===== src/rtl/cpu_pkg.sv =====
// Shared definitions for the execute-stage multiply/divide unit.
//   md_state_e : state encoding of the mul/div sequencer (exposed for debug)
//   MD_*       : two-bit operation encodings driven by the decoder
//   MD_LATENCY : clock edges from the start edge until hi/lo and done are visible
package cpu_pkg;

    typedef enum logic [1:0] {
        ST_IDLE = 2'd0,
        ST_RUN  = 2'd1,
        ST_FIN  = 2'd2
    } md_state_e;

    localparam logic [1:0] MD_MULT  = 2'b00;
    localparam logic [1:0] MD_MULTU = 2'b01;
    localparam logic [1:0] MD_DIV   = 2'b10;
    localparam logic [1:0] MD_DIVU  = 2'b11;

    localparam int MD_LATENCY = 33;

endpackage


===== src/rtl/mul_div_unit_sign_fix.sv =====
// md_sign_fix: combinational final-sign correction for the mul/div unit.
// The iterative datapath always works on magnitudes; this block restores
// the architectural signs before hi/lo are written.
// Ports:
//   is_div   : 1 = divide result, 0 = multiply result
//   neg_a    : dividend / multiplicand was negative (signed ops only)
//   neg_b    : divisor / multiplier was negative (signed ops only)
//   div_zero : divisor was zero; quotient stays all-ones, remainder = dividend
//   prod     : unsigned 2*WIDTH product magnitude
//   quot     : unsigned quotient magnitude
//   rem      : unsigned remainder magnitude
//   hi_fix   : value for HI (product high half or remainder)
//   lo_fix   : value for LO (product low half or quotient)
module md_sign_fix #(
    parameter int WIDTH = 32
) (
    input  logic               is_div,
    input  logic               neg_a,
    input  logic               neg_b,
    input  logic               div_zero,
    input  logic [2*WIDTH-1:0] prod,
    input  logic [WIDTH-1:0]   quot,
    input  logic [WIDTH-1:0]   rem,
    output logic [WIDTH-1:0]   hi_fix,
    output logic [WIDTH-1:0]   lo_fix
);

    logic [2*WIDTH-1:0] prod_s;
    logic [WIDTH-1:0]   quot_s;
    logic [WIDTH-1:0]   rem_s;

    always_comb begin
        prod_s = (neg_a ^ neg_b) ? (~prod + 1'b1) : prod;
        // A zero divisor yields all-ones regardless of operand signs.
        quot_s = ((neg_a ^ neg_b) && !div_zero) ? (~quot + 1'b1) : quot;
        // Remainder follows the dividend; with a zero divisor this recreates
        // the original dividend exactly (including the most negative value).
        rem_s  = neg_a ? (~rem + 1'b1) : rem;

        if (is_div) begin
            hi_fix = rem_s;
            lo_fix = quot_s;
        end else begin
            hi_fix = prod_s[2*WIDTH-1:WIDTH];
            lo_fix = prod_s[WIDTH-1:0];
        end
    end

endmodule


===== src/rtl/mul_div_unit.sv =====
// mul_div_unit: iterative MULT/MULTU/DIV/DIVU unit owning the HI/LO pair.
// Handshake: start is sampled only in IDLE; busy is high from the edge after
// an accepted start until results are written; done pulses for exactly one
// cycle together with the new hi/lo, and that same cycle is already IDLE so a
// new start is accepted there. start outside IDLE is dropped, not queued.
// Ports:
//   clk, rst_n     : clock, asynchronous active-low reset
//   start, op      : operation request and encoding (cpu_pkg MD_*)
//   a, b           : rs / rt operands (dividend / divisor for divides)
//   hi_we, lo_we   : MTHI / MTLO enables, wdata is the write data (IDLE only)
//   busy, done     : status, done is a one-cycle pulse
//   hi, lo         : architectural HI / LO registers
//   dbg_state      : current sequencer state
module mul_div_unit
    import cpu_pkg::*;
#(
    parameter int WIDTH = 32,
    parameter int ITER  = 32
) (
    input  logic             clk,
    input  logic             rst_n,
    input  logic             start,
    input  logic [1:0]       op,
    input  logic [WIDTH-1:0] a,
    input  logic [WIDTH-1:0] b,
    input  logic             hi_we,
    input  logic             lo_we,
    input  logic [WIDTH-1:0] wdata,
    output logic             busy,
    output logic             done,
    output logic [WIDTH-1:0] hi,
    output logic [WIDTH-1:0] lo,
    output md_state_e        dbg_state
);

    localparam int CNT_W = $clog2(ITER);

    md_state_e          state;
    md_state_e          state_nxt;
    logic [CNT_W-1:0]   cnt;
    logic               accept;
    logic               last_iter;

    // Latched operation context
    logic               is_div_q;
    logic               neg_a_q;
    logic               neg_b_q;
    logic [WIDTH-1:0]   ma;        // multiplicand magnitude (mult)
    logic [WIDTH-1:0]   mb;        // divisor magnitude (div)

    // Shared accumulator: mult = {product high, multiplier/product low},
    // div = {partial remainder, dividend shifting into quotient}
    logic [WIDTH-1:0]   acc_hi;
    logic [WIDTH-1:0]   acc_lo;

    logic               a_neg_in;
    logic               b_neg_in;
    logic [WIDTH-1:0]   a_mag;
    logic [WIDTH-1:0]   b_mag;
    logic [WIDTH:0]     mul_sum;
    logic [WIDTH:0]     div_shift;
    logic               div_ok;
    logic [WIDTH-1:0]   fix_hi;
    logic [WIDTH-1:0]   fix_lo;

    // ---------------- sequencer ----------------
    always_ff @(posedge clk or negedge rst_n) begin
        if (!rst_n) begin
            state <= ST_IDLE;
        end else begin
            state <= state_nxt;
        end
    end

    always_comb begin
        state_nxt = state;
        accept    = 1'b0;
        last_iter = (cnt == CNT_W'(ITER - 1));
        case (state)
            ST_IDLE: begin
                if (start) begin
                    accept    = 1'b1;
                    state_nxt = ST_RUN;
                end
            end
            ST_RUN: begin
                if (last_iter) begin
                    state_nxt = ST_FIN;
                end
            end
            ST_FIN: begin
                state_nxt = ST_IDLE;
            end
            default: begin
                state_nxt = ST_IDLE;
            end
        endcase
    end

    assign busy      = (state != ST_IDLE);
    assign dbg_state = state;

    // ---------------- operand conditioning ----------------
    always_comb begin
        a_neg_in = ~op[0] & a[WIDTH-1];
        b_neg_in = ~op[0] & b[WIDTH-1];
        a_mag    = a_neg_in ? (~a + 1'b1) : a;
        b_mag    = b_neg_in ? (~b + 1'b1) : b;
    end

    // ---------------- iteration datapath ----------------
    always_comb begin
        // Shift-add: add the multiplicand when the current multiplier bit is
        // set, then shift the whole 2*WIDTH accumulator right by one.
        mul_sum   = {1'b0, acc_hi} + (acc_lo[0] ? {1'b0, ma} : '0);
        // Restoring division: WIDTH+1-bit trial remainder, since the shifted
        // remainder can reach 2*divisor-1.
        div_shift = {acc_hi, acc_lo[WIDTH-1]};
        div_ok    = (div_shift >= {1'b0, mb});
    end

    always_ff @(posedge clk or negedge rst_n) begin
        if (!rst_n) begin
            cnt      <= '0;
            is_div_q <= 1'b0;
            neg_a_q  <= 1'b0;
            neg_b_q  <= 1'b0;
            ma       <= '0;
            mb       <= '0;
            acc_hi   <= '0;
            acc_lo   <= '0;
        end else if (accept) begin
            cnt      <= '0;
            is_div_q <= op[1];
            neg_a_q  <= a_neg_in;
            neg_b_q  <= b_neg_in;
            ma       <= a_mag;
            mb       <= b_mag;
            acc_hi   <= '0;
            // Multiplier (mult) or dividend (div) is shifted out of acc_lo.
            acc_lo   <= op[1] ? a_mag : b_mag;
        end else if (state == ST_RUN) begin
            cnt <= last_iter ? '0 : cnt + 1'b1;
            if (is_div_q) begin
                // Remainder always fits WIDTH bits after the step (< divisor,
                // or a prefix of the dividend when the divisor is zero).
                acc_hi <= div_ok ? WIDTH'(div_shift - {1'b0, mb}) : div_shift[WIDTH-1:0];
                acc_lo <= {acc_lo[WIDTH-2:0], div_ok};
            end else begin
                acc_hi <= mul_sum[WIDTH:1];
                acc_lo <= {mul_sum[0], acc_lo[WIDTH-1:1]};
            end
        end
    end

    md_sign_fix #(.WIDTH(WIDTH)) u_sign_fix (
        .is_div   (is_div_q),
        .neg_a    (neg_a_q),
        .neg_b    (neg_b_q),
        .div_zero (mb == '0),
        .prod     ({acc_hi, acc_lo}),
        .quot     (acc_lo),
        .rem      (acc_hi),
        .hi_fix   (fix_hi),
        .lo_fix   (fix_lo)
    );

    // ---------------- architectural HI/LO ----------------
    always_ff @(posedge clk or negedge rst_n) begin
        if (!rst_n) begin
            hi   <= '0;
            lo   <= '0;
            done <= 1'b0;
        end else begin
            done <= (state == ST_FIN);
            if (state == ST_FIN) begin
                hi <= fix_hi;
                lo <= fix_lo;
            end else if (state == ST_IDLE && !start) begin
                // A write coinciding with an accepted start is dropped.
                if (hi_we) hi <= wdata;
                if (lo_we) lo <= wdata;
            end
        end
    end

endmodule


===== config.mk =====
export PLATFORM = sky130hd
export DESIGN_NAME = mul_div_unit
export DESIGN_NICKNAME = d
export VERILOG_FILES = /design/src/rtl/cpu_pkg.sv /design/src/rtl/mul_div_unit_sign_fix.sv /design/src/rtl/mul_div_unit.sv
export SDC_FILE = /design/constraint.sdc
export NUM_CORES = 1
export LEC_CHECK = 0
export CORE_MARGIN = 2
export CORE_UTILIZATION = 59
export DETAILED_ROUTE_END_ITERATION = 8
export GPL_TIMING_DRIVEN = 0
export HOLD_SLACK_MARGIN = 0.08
export PLACE_DENSITY = 0.94
export SYNTH_ARGS = -nofsm -noshare
export SYNTH_HDL_FRONTEND = slang
export SYNTH_SLANG_ARGS = --single-unit
export TNS_END_PERCENT = 100

===== constraint.sdc =====
create_clock -name clk -period 7.6 [get_ports clk]
set_input_delay 2.28 -clock clk [delete_from_list [all_inputs] [get_ports clk]]
set_output_delay 2.28 -clock clk [all_outputs]
set_load 0.005 [all_outputs]

# Word-level counts from Yosys, hierarchy flattened
# Cells that the tools add are included.
dict set report totals {
  register_bits 203
  inputBits 103
  out_inout_bits 68
  word_cells 79
}
dict set report classes {
  n_addsub 8
  n_lt_le_gt_ge 1
  n_eq_ne 5
  mux 30
  n_bitwise 9
  reduce_logical 14
}
# op count
set ops {}
lappend ops {{2-to-1 mux 32 bit} 21}
lappend ops {{adder 32 x 1 -> 32 bit (second input constant)} 4}
lappend ops {{NOT 32 bit} 4}
lappend ops {{adder 64 x 1 -> 64 bit (second input constant)} 1}
lappend ops {{2-to-1 mux 64 bit} 1}
lappend ops {{NOT 64 bit} 1}
lappend ops {{adder 32 x 32 -> 33 bit} 1}
lappend ops {{>= comparator 33 x 32 -> 1 bit} 1}
lappend ops {{zero test 32 bit} 1}
lappend ops {{subtractor 32 bit} 1}
lappend ops {{2-to-1 mux 5 bit} 3}
lappend ops {{nonzero test 2 bit} 5}
lappend ops {{AND reduction 2 bit} 3}
lappend ops {{adder 5 x 1 -> 5 bit (second input constant)} 1}
lappend ops {{== test 5 bit (second input constant)} 1}
lappend ops {{2-to-1 mux 2 bit} 2}
lappend ops {{inequality test 2 bit (second input constant)} 2}
lappend ops {{case mux 2 bit (2 select lines)} 1}
lappend ops {{bitwise AND 1 bit} 2}
lappend ops {{== test 2 x 1 -> 1 bit (second input constant)} 1}
lappend ops {{== test 2 bit (second input constant)} 1}
lappend ops {{logical AND 1 bit} 2}
lappend ops {{zero test 1 bit} 2}
lappend ops {{zero test 2 bit} 1}
lappend ops {{3 further kinds} 4}

# Depth between registers and ports, before layout
# Gate-level depths: netlist of the first run.
dict set report logic_depth {
  ltp_word 6
  mapped_depth 15
}

# By module
# From an unflattened synthesis of the first run, not the netlist that was laid out.
dict set report unflattened {
  hier_cells 2375
  hier_area_um2 18554.0
}
# module n_inst cells_each area_each_um2 seq_area_each_um2
set by_module_without_submodules {}
lappend by_module_without_submodules {mul_div_unit 1 1743 14361.3 5079.9}
lappend by_module_without_submodules {md_sign_fix 1 632 4192.8 0.0}

# Worst setup path before layout of the first run
# Ideal clock, no wire load.
dict set report synth_path {
  path_type {input to register}
  from {in b[1]}
  to {reg acc_lo[25]}
  arrival_ns 4.167
  required_ns 7.496
  path_slack_ns 3.329
  stages 9
  path_buffers 0
  cell_sequence {or4_1 -> nand3b_1 -> or2_1 -> inv_1 -> nand2_1 -> nor3_1 -> a31oi_1 -> xnor2_1 -> a221oi_1}
}
dict set report synth_between {
  elab_chain_cells 5
}
# item line
set synth_rtl {}
lappend synth_rtl {{start, declared} mul_div_unit.sv:25} ;# input logic [WIDTH-1:0] b,
lappend synth_rtl {{NOT 32 bit} mul_div_unit.sv:108} ;# b_mag = b_neg_in ? (~b + 1'b1) : b;
lappend synth_rtl {{adder 32 x 1 -> 32 bit} mul_div_unit.sv:108}
lappend synth_rtl {{2-to-1 mux 32 bit} mul_div_unit.sv:108}
lappend synth_rtl {{2-to-1 mux 32 bit} mul_div_unit.sv:141} ;# acc_lo <= op[1] ? a_mag : b_mag;
lappend synth_rtl {{2-to-1 mux 32 bit} mul_div_unit.sv:132} ;# end else if (accept) begin
lappend synth_rtl {{end signal, assigned} mul_div_unit.sv:141}
lappend synth_rtl {{end signal, assigned} mul_div_unit.sv:148} ;# acc_lo <= {acc_lo[WIDTH-2:0], div_ok};
lappend synth_rtl {{end signal, assigned} mul_div_unit.sv:151} ;# acc_lo <= {mul_sum[0], acc_lo[WIDTH-1:1]};
lappend synth_rtl {{end, declared} mul_div_unit.sv:54} ;# logic [WIDTH-1:0] acc_lo;
# Every way passes these cells.
# A chain may end at the register's enable or synchronous reset.

# Worst setup path in the final report of the first run
dict set report layout_path {
  from {in b[0]}
  to {reg acc_lo[26]}
}
# Same word-level chain as after synthesis.

==> results of run 1 <==
## synthesized netlist by cell type (43+ instances only)
cell,count,area (µm²)
clkbuf_1,101,379
o21ai_1,56,280
ha_1,70,876
inv_1,72,270
nand2_1,241,905
o21ai_0,155,776
a21oi_1,158,791
mux2i_1,43,430
xor2_1,69,604
xnor2_1,84,736
nor3_1,45,225
nor2_1,158,593
dfrtp_1,203,5080
## kinds of logic (layout without fill, tap and decap cells)
kind of cell | Yosys count | count (layout) | share of synthesized area
multiplexers | 61 | 61 | 0.0393
buffers and inverters | 192 | 405 | 0.0488
AO/OA/AOI/OAI | 637 | 637 | 0.248
AND/OR/NAND/NOR | 690 | 690 | 0.208
adder cells (fa/ha/maj) | 72 | 72 | 0.0569
XOR/XNOR | 153 | 153 | 0.0833
flip-flops | 203 | 203 | 0.316
## final timing paths
kind	startpoint	end	slack, ns	cells past startpoint
min	lo[27]	lo[27]	0.48	2
min reg2reg	lo[27]	lo[27]	0.48	2
min in group asynchronous	rst_n	ma[13]	1.51	1
max in group asynchronous	rst_n	hi[24]	4.87	3
max	b[0]	acc_lo[26]	2.62	12
max reg2reg	acc_lo[0]	acc_hi[27]	2.87	15
## metrics by stage
stage	hold WS (ns)	power, mW
5_1_grt	0.495	10.3
3_5_place_dp	0.465	8.30
3_3_place_gp	0.454	8.10
2_1_floorplan	0.438	6.25
4_1_cts	0.478	9.51
6_report	0.477	9.75
## power groups by stage
stage	Sequential (mW)	Clock (mW)	Combinational [mW]
floorplan	1.97	0	4.27
global placement	2.19	0	5.92
detailed placement	2.21	0	6.10
CTS	2.19	1.18	6.14
global route	2.25	1.22	6.82
finish	2.23	1.19	6.33
## sequential cells by signal (all words and copies together), names as in the netlist
register / cells
ma: 32
neg_b_q: 1
lo: 32
cnt: 5
mb: 32
acc_lo: 32
done: 1
is_div_q: 1
hi: 32
acc_hi: 32
neg_a_q: 1
dbg_state: 2
## final cells by class
| class | count | area, µm² |
|---|---|---|
| plain buffers | 118 | 508 |
| clock buffers | 28 | 634 |
| clock inverters | 14 | 155 |
| fillers | 2201 | 7820 |
| inverters | 74 | 278 |
| multi-input cells | 1613 | 10200 |
| flip-flops and latches | 203 | 5080 |
| well taps | 341 | 427 |
| repair buffers | 171 | 1750 |
## routing by layer
metal,GRT usage,vias up
met5,0,-
li1,-,7648
met2,0.653,1232
met1,0.613,8335
met3,0.0865,217
met4,0.179,4
## worst max-delay path: stages
cell             delay, ns
clkdlybuf4s50_1       0.51
inv_1                 0.12
ha_1                  0.20
nor3b_1               0.47
nand3_1               0.29
nor2_1                0.26
nand2_1               0.17
nor2_1                0.24
nor2_1                0.08
xnor2_1               0.32
mux2i_1               0.18
o221a_2               0.27
==> results.sh, run 1 <==
export IMPL_dr_wl_met2_um=27300
export IMPL_viasPerCell=6.81
export IMPL_min_path_type="flop to flop"
export IMPL_drt_iter0_drc=2434
export IMPL_finalSetupViolCount=0
export IMPL_slew_violations=0
export IMPL_postLayoutSetupSlackWorst_ns=2.62
export IMPL_placed_area_um2=18300
export IMPL_layout_cells_most_common="nand2_1"
export IMPL_synth_seq_area_share=0.316
export IMPL_portBuffers=169
export IMPL_fmax_mhz=201
export IMPL_synth_seq_cells=203
export IMPL_netlist_instances=2008
export IMPL_vias=17436
export IMPL_p_switching_mw=4.90
export IMPL_cp_arrival_ns=5.40
export IMPL_area_growth_syn_to_layout_pct=18.4
export IMPL_topRoutingLayerUsed="met5"
export IMPL_cts_buffers=23
export IMPL_final_min_clock_period_ns=4.98
export IMPL_synth_ff_type="dfrtp_1"
export IMPL_stdcell_count=2562
export IMPL_ant_nets=0
export IMPL_p_per_area_nw_per_um2=512
export IMPL_final_area_um2=19100
export IMPL_io_pins=171
export IMPL_rsz0062_at_grt="false"
export IMPL_ys_types=93
export IMPL_relSlewSlack=0.336
export IMPL_synth_async_reset_ratio=1.00
export IMPL_rows=60
export IMPL_synth_edff_count=0
export IMPL_tritoncts="built"
export IMPL_avgSynthCellArea_um2=8.01
export IMPL_clkTransAtPathRegs_ns=0.06
export IMPL_cp_required_ns=8.02
export IMPL_status="completed"
export IMPL_place_congestion=1.02
export IMPL_ir_worst_vdd_uv=259
export IMPL_post_cts_setup_buffers=0
export IMPL_startpoint_type="input port"
export IMPL_wl_met3_um=7090
export IMPL_seq_power_share=0.229
export IMPL_track_usage=0.434
export IMPL_remaining_drc_errors=0
export IMPL_drv_cap=0
export IMPL_dieArea_um2=28600
export IMPL_clockRootBuffer="clkbuf_16"
export IMPL_syn_area_um2=16100
export IMPL_dpl_hpwl_um=50000
export IMPL_cts_buffer_depth=3
export IMPL_firstDrtPassIters=7
export IMPL_worstMarginPinSlew_ns=0.989
export IMPL_coreArea_um2=26900
export IMPL_final_hold_viol_count=0
export IMPL_holdBufCountCts=0
export IMPL_wl_per_cell_um=24.7
export IMPL_antenna_found_initial=2
export IMPL_drive_gt1_frac=0.0536
export IMPL_place_worst_setup_slack_ns=2.20
export IMPL_swShare=0.502
export IMPL_placed_cells=2520
export IMPL_initial_utilization=0.599
export IMPL_crit_type="input port to flop"
export IMPL_grt_start_max_net_pins=123
export IMPL_period_share=0.655
export IMPL_htreeDepth=1
export IMPL_drt_total_wl_um=63400
export IMPL_insertion_delay_ns=0.53
export IMPL_met1_length_um=25900
export IMPL_p_int_mw=4.85
export IMPL_syn_num_nets=2183
export IMPL_clock_sinks=203
export IMPL_post_route_util=0.709
export IMPL_yosysWarningCount=0
export IMPL_die_w_um=169
export IMPL_num_antenna_cells=0
export IMPL_overflow=0
export IMPL_final_cell_mix="241 x nand2_1, 203 x dfrtp_1, 168 x clkdlybuf4s50_1"
export IMPL_pwr_share_comb=0.649
export IMPL_fin_tns_setup_ns=0
export IMPL_grt_pass1_vias=16510
export IMPL_fin_skew_ns=0.0100
export IMPL_power_leakage_nw=8.06
export IMPL_grt_pass1_wl_um=95700
export IMPL_die_h_um=169
export IMPL_final_nets=2379
export IMPL_worstSetupEndpointType="flop"
export IMPL_worstPathMaxFanout=5
export IMPL_cts_resized=0
export IMPL_p_clk_frac=0.122
Power figures use the tool's default switching activity.
==> inputs of run 2 (changes only) <==
==> constraint.sdc (replaced) <==
create_clock -name clk -period 5.14 [get_ports clk]
set_input_delay 1.542 -clock clk [delete_from_list [all_inputs] [get_ports clk]]
set_output_delay 1.542 -clock clk [all_outputs]
set_load 0.005 [all_outputs]
==> results of run 2 <==
The final DEF is identical to that of run 1. Status: completed.
Among the figures that moved: setup slack after placement 2.20 ns -> 0.474 ns; setup slack after layout 2.62 ns -> 0.412 ns; start point of the critical path b[0] -> acc_lo[0]; end point of the critical path acc_lo[26] -> acc_hi[27]; register-to-register setup slack 2.87 ns -> 0.41 ns; total power 9.75 mW -> 14.4 mW; worst IR drop on VDD 259 µV -> 383 µV
